===== src/rtl/pc_sequencer.sv =====
// Instruction-fetch PC sequencer: IDLE/REQ request FSM with jr/jump/branch redirect.
// Optional macro DELAY_SLOT_EN delivers the instruction fetched with the redirecting ack.
module pc_sequencer #(
  parameter logic [31:0] RESET_PC = 32'h0000_0000
) (
  input  logic        clk,
  input  logic        rst_n,
  input  logic        stall,
  output logic        fetch_req,
  output logic [31:0] fetch_addr,
  input  logic        fetch_ack,
  input  logic [31:0] fetch_instr,
  input  logic        jump,
  input  logic [25:0] jump_index,
  input  logic        jr,
  input  logic [31:0] jr_target,
  input  logic        branch_taken,
  input  logic [15:0] branch_offset,
  output logic [31:0] pc,
  output logic [31:0] instr,
  output logic        instr_valid
);

  // state  | meaning
  // IDLE   | no request outstanding; waits for stall=0
  // REQ    | fetch_req=1, fetch_addr=pc held until fetch_ack
  typedef enum logic {S_IDLE = 1'b0, S_REQ = 1'b1} state_t;

  state_t      state_q;
  logic        req_q;
  logic [31:0] pc_q;
  logic        pend_q;
  logic [31:0] pend_tgt_q;
  logic [31:0] instr_q;
  logic        instr_valid_q;

  logic        redir_any;
  logic [31:0] redir_tgt;
  logic [31:0] br_off;
  logic        ack_take;
  logic        redirect_now;
  logic        kill;
  logic [31:0] pc_d;

  // Branch offset is a signed word count, scaled to bytes.
  assign br_off    = {{14{branch_offset[15]}}, branch_offset, 2'b00};
  assign redir_any = jr | jump | branch_taken;
  assign ack_take  = (state_q == S_REQ) && fetch_ack;

  always_comb begin
    redir_tgt = pc_q + br_off;
    if (jr) begin
      redir_tgt = jr_target;
    end else if (jump) begin
      redir_tgt = {pc_q[31:28], jump_index, 2'b00};
    end
  end

  // A pending target always beats a fresh pulse arriving with the ack.
  always_comb begin
    redirect_now = pend_q | redir_any;
    if (pend_q) begin
      pc_d = pend_tgt_q;
    end else if (redir_any) begin
      pc_d = redir_tgt;
    end else begin
      pc_d = pc_q + 32'd4;
    end
  end

`ifdef DELAY_SLOT_EN
  assign kill = 1'b0;
`else
  assign kill = redirect_now;
`endif

  always_ff @(posedge clk or negedge rst_n) begin
    if (!rst_n) begin
      state_q       <= S_IDLE;
      req_q         <= 1'b0;
      pc_q          <= RESET_PC;
      pend_q        <= 1'b0;
      pend_tgt_q    <= 32'h0;
      instr_q       <= 32'h0;
      instr_valid_q <= 1'b0;
    end else begin
      instr_valid_q <= 1'b0;
      if (ack_take) begin
        pc_q   <= pc_d;
        pend_q <= 1'b0;
        if (!kill) begin
          instr_q       <= fetch_instr;
          instr_valid_q <= 1'b1;
        end
      end else if (redir_any && !pend_q) begin
        pend_q     <= 1'b1;
        pend_tgt_q <= redir_tgt;
      end

      case (state_q)
        S_IDLE: begin
          if (!stall) begin
            state_q <= S_REQ;
            req_q   <= 1'b1;
          end
        end
        S_REQ: begin
          if (fetch_ack && stall) begin
            state_q <= S_IDLE;
            req_q   <= 1'b0;
          end
        end
        default: begin
          state_q <= S_IDLE;
          req_q   <= 1'b0;
        end
      endcase
    end
  end

  assign fetch_req   = req_q;
  assign fetch_addr  = pc_q;
  assign pc          = pc_q;
  assign instr       = instr_q;
  assign instr_valid = instr_valid_q;

endmodule


===== config.mk =====
export PLATFORM = sky130hd
export DESIGN_NAME = pc_sequencer
export DESIGN_NICKNAME = d
export VERILOG_FILES = /design/src/rtl/pc_sequencer.sv
export SDC_FILE = /design/constraint.sdc
export NUM_CORES = 1
export LEC_CHECK = 0
export CORE_ASPECT_RATIO = 1.5
export CORE_MARGIN = 2
export CORE_UTILIZATION = 44
export DETAILED_ROUTE_END_ITERATION = 8
export MAX_ROUTING_LAYER = met4
export PLACE_DENSITY = 0.77
export SLEW_MARGIN = 5
export SYNTH_ARGS = -nofsm -noshare
export SYNTH_HDL_FRONTEND = slang
export SYNTH_SLANG_ARGS = --single-unit

===== constraint.sdc =====
create_clock -name clk -period 2.9 [get_ports clk]
set_input_delay 0.725 -clock clk [delete_from_list [all_inputs] [get_ports clk]]
set_output_delay 0.725 -clock clk [all_outputs]
set_load 0.005 [all_outputs]

==> metrics.txt <==
violations in the final reports setup timing; first-pass iteration count of the detailed router 6; number of nets with antenna violations after routing 0; crit path max fanout 5; number of diodes 0; cell-internal power ~0.0047 W; Mapped Area approximately 7300 um^2; critical path capture point type register; number of global-route vias before repair about 8200; number of nets in the layout approximately 1300; status finished, violations left; Register-to-Register Setup Slack -0.06 ns; Inserted Clock Buffers 9; Worst path most repeated cell sky130_fd_sc_hd__o21ai_1; cell with the most instances after synthesis sky130_fd_sc_hd__nand2_1; Yosys Warn Count 0; actual transition at the worst max-transition pin 0.623 ns; die extent in x between 100 and 150 um; GRT Overall Usage 0.320; average size of a mapped cell approximately 8.5 um^2; critical path arrival approximately 3.2 ns; relative contribution of the clock network to total power 0.163; latest clock arrival within the worst-skew pair between 0.3 and 0.4 ns; Hold Violations, Final 0; commonest cells in the synthesized netlist sky130_fd_sc_hd__nand2_1 (111), sky130_fd_sc_hd__dfrtp_1 (100), sky130_fd_sc_hd__o21ai_0 (77), sky130_fd_sc_hd__a21oi_1 (68), sky130_fd_sc_hd__nor2_1 (62); delay of the slowest cell on the worst path ~0.37 ns; total length of routed wires ~28 mm; routed wirelength normalized by instance count 20.5 um; number of synthesized flops with an enable pin 0; fin crit period 2.96 ns; Clock Sink Count 100; Net Switching slightly below 0.003 W; max-capacitance violation count 0; global-route wire length before repair around 43 mm; clk slew on worst S/H paths around 0.08 ns; Reg2Reg Capture Point fetch_addr[22]; final total power roughly 0.0076 W; maximum number of pins on one net before global-route repair approximately 60; sequence of cells on the critical path buf_6, ha_4, fa_2, a211oi_4, o21ai_4, a2111oi_4, nor2_4, a311oi_4, o21ai_1, xnor2_1, a21o_1, o21ai_1; Worst Setup Slack, final -0.0593 ns; core region area roughly 16000 um^2; top-area cell type share of the netlist area 0.341; Std-Cell Rows between 50 and 60; number of filler instances in the final layout around 1300; required arrival time at the worst endpoint roughly 3.2 ns; Die Footprint between 15000 and 20000 um^2; number of DRC violations after detailed routing 0; number of instances in the synthesized netlist 862; Mapped Nets between 1000 and 1500; proportion of layout cells with a drive suffix above 1 0.274; Initial Util 0.451; Place WS -0.854 ns; first-iteration detailed-routing DRC count roughly 770; share of flip-flops with an asynchronous set or reset after synthesis 1.00; startpoint of the most critical register-to-register path fetch_addr[2]; Min-Delay Path Class input pin to async pin; Power Density 666 nW/um^2; register area roughly 2500 um^2; Layout Skew about 0.0055 ns; final critical-path share of the clock period 1.02; Reg2Reg Depth 11; initial antenna violation count 0; type of the worst setup path input pin to register; relative area change from synthesis to final layout 56.1%; maximum number of buffers from clock root to sink 2; worst voltage drop across the vdd grid 411 uV; switching power share of the total 0.381; unrepaired setup endpoints after global routing true; part of the total power dissipated in combinational logic 0.569; via total after detailed routing 8236; count of cell types in the netlist 79; part of the Yosys area used for sequential elements 0.341; buffer type at the clock tree root sky130_fd_sc_hd__clkbuf_16; Fmax achieved 338 MHz; CTS tree done; H-tree level count 3; leading post-synthesis cells by cell area sky130_fd_sc_hd__dfrtp_1 (34%), sky130_fd_sc_hd__nand2_1 (5.7%), sky130_fd_sc_hd__mux2_2 (5.4%); kind of launch point of the worst setup path input pin; most area-hungry cell type in the Yosys netlist sky130_fd_sc_hd__dfrtp_1; Setup violations, final 9; routed via count divided by cell count 5.95; number of buffers added on ports 210; headroom to the max-slew limit 0.583; total area of multi-input combinational cells slightly below 5000 um^2; flops & latches, synth 100; height of the chip 162 um; predominant post-synthesis flop cell sky130_fd_sc_hd__dfrtp_1; max-slew violations 0; Overflow after GRT 0; IO Count about 210; share of power burned in registers 0.269; Leak Pwr between 4 and 5 nW; cell with the biggest individual delay on the critical path sky130_fd_sc_hd__fa_2; DP Wirelength 20.8 mm; Placer Congestion ~0.94
## worst max-delay path by stage
stage / from / to / slack, ns / cells after the start
global placement: branch_offset[0] / fetch_addr[18] / -0.75 / 12
global route: fetch_addr[2] / fetch_addr[22] / -0.15 / 11
floorplan: branch_offset[0] / fetch_addr[30] / -0.19 / 10
detailed placement: branch_offset[0] / fetch_addr[18] / -0.85 / 12
finish: branch_offset[0] / fetch_addr[22] / -0.06 / 12
CTS: fetch_addr[2] / fetch_addr[30] / -0.01 / 10
## flip-flops by register name, summed over array words and instances, names as in the netlist
signal       flops
fetch_addr      32
fetch_req        1
instr           32
instr_valid      1
pend_q           1
pend_tgt_q      32
state_q          1
## cell families after synthesis
group / synth area share
xor+xnor: 0.0346
simple gates: 0.172
fa+ha+maj: 0.0539
flops: 0.341
buf+inv: 0.0732
mux: 0.0674
compound gates: 0.257
## what timing repair did
item | 4_1_cts | 5_1_grt
hold buffers | 0 | 0
pin swaps | 45 | 42
setup endpoints to repair | 41 | 33
buffers inserted | 11 | 7
resized for setup | 85 | 54
## worst max-delay path: cells and delay by family
family,cells,cell delay [ns]
xor+xnor,1,0.14
simple gates,1,0.14
fa+ha+maj,2,0.52
compound gates,7,1.60
buf+inv,1,0.10
## cell usage in the layout (no fill, tap or decap), types with 5 or more instances in the layout
cell type,instances
sky130_fd_sc_hd__nor3_1,12
sky130_fd_sc_hd__o21ai_1,11
sky130_fd_sc_hd__a21o_1,17
sky130_fd_sc_hd__dfrtp_1,99
sky130_fd_sc_hd__a21oi_2,10
sky130_fd_sc_hd__or3_1,6
sky130_fd_sc_hd__o21ai_0,63
sky130_fd_sc_hd__clkbuf_16,9
sky130_fd_sc_hd__o22ai_1,6
sky130_fd_sc_hd__ha_1,10
sky130_fd_sc_hd__o21ai_2,5
sky130_fd_sc_hd__a211oi_1,8
sky130_fd_sc_hd__o21a_1,10
sky130_fd_sc_hd__o211ai_1,10
sky130_fd_sc_hd__xor2_1,13
sky130_fd_sc_hd__a31oi_1,11
sky130_fd_sc_hd__mux2_2,34
sky130_fd_sc_hd__xnor2_1,12
sky130_fd_sc_hd__buf_6,5
sky130_fd_sc_hd__dlygate4sd2_1,7
sky130_fd_sc_hd__nor2_1,61
sky130_fd_sc_hd__buf_4,166
sky130_fd_sc_hd__o31ai_1,12
sky130_fd_sc_hd__a21oi_1,56
sky130_fd_sc_hd__nand4_1,9
sky130_fd_sc_hd__clkdlybuf4s50_1,193
sky130_fd_sc_hd__inv_1,11
sky130_fd_sc_hd__nand2_1,107
sky130_fd_sc_hd__nand3_1,27
sky130_fd_sc_hd__mux2i_1,9
sky130_fd_sc_hd__and3_1,14
sky130_fd_sc_hd__ha_4,19
## final cells by class
class / instances / share of cell area
clock buffers: 9 / 0.0197
clock inverters: 7 / 0.00711
inverters: 13 / 0.00426
multi-input cells: 666 / 0.426
flip-flops and latches: 100 / 0.219
well taps: 206 / 0.0225
repair buffers: 383 / 0.301
## stage by stage
| stage | utilization | instances | cell area [um^2] | hold slack, ns | setup TNS (ns) |
|---|---|---|---|---|---|
| after global placement | 0.643 | 1353 | 10500 | 0.452 | -25.53 |
| after CTS | 0.687 | 1379 | 11200 | 0.395 | -0.0328 |
| after detailed placement | 0.643 | 1353 | 10500 | 0.466 | -27.74 |
| final | 0.704 | 1384 | 11400 | 0.381 | -0.341 |
| after floorplan | - | 862 | 7350 | 0.429 | -1.08 |
| after global routing | 0.704 | 1384 | 11400 | 0.427 | -1.64 |
## layer usage
layer,share of wire,global-route usage
met2,0.51,0.552
met1,0.35,0.349
met5,0,-
met3,0.078,0.0429
met4,0.056,0.177
## power by group through the flow
stage	Clock [W]	Combinational [W]	Sequential, W
floorplan	0	0.00183	0.00206
global placement	0	0.00375	0.00202
detailed placement	0	0.00381	0.00203
CTS	0.00126	0.00407	0.00203
global route	0.00130	0.00465	0.00208
finish	0.00124	0.00434	0.00205
(Power assumes the default switching activity.)
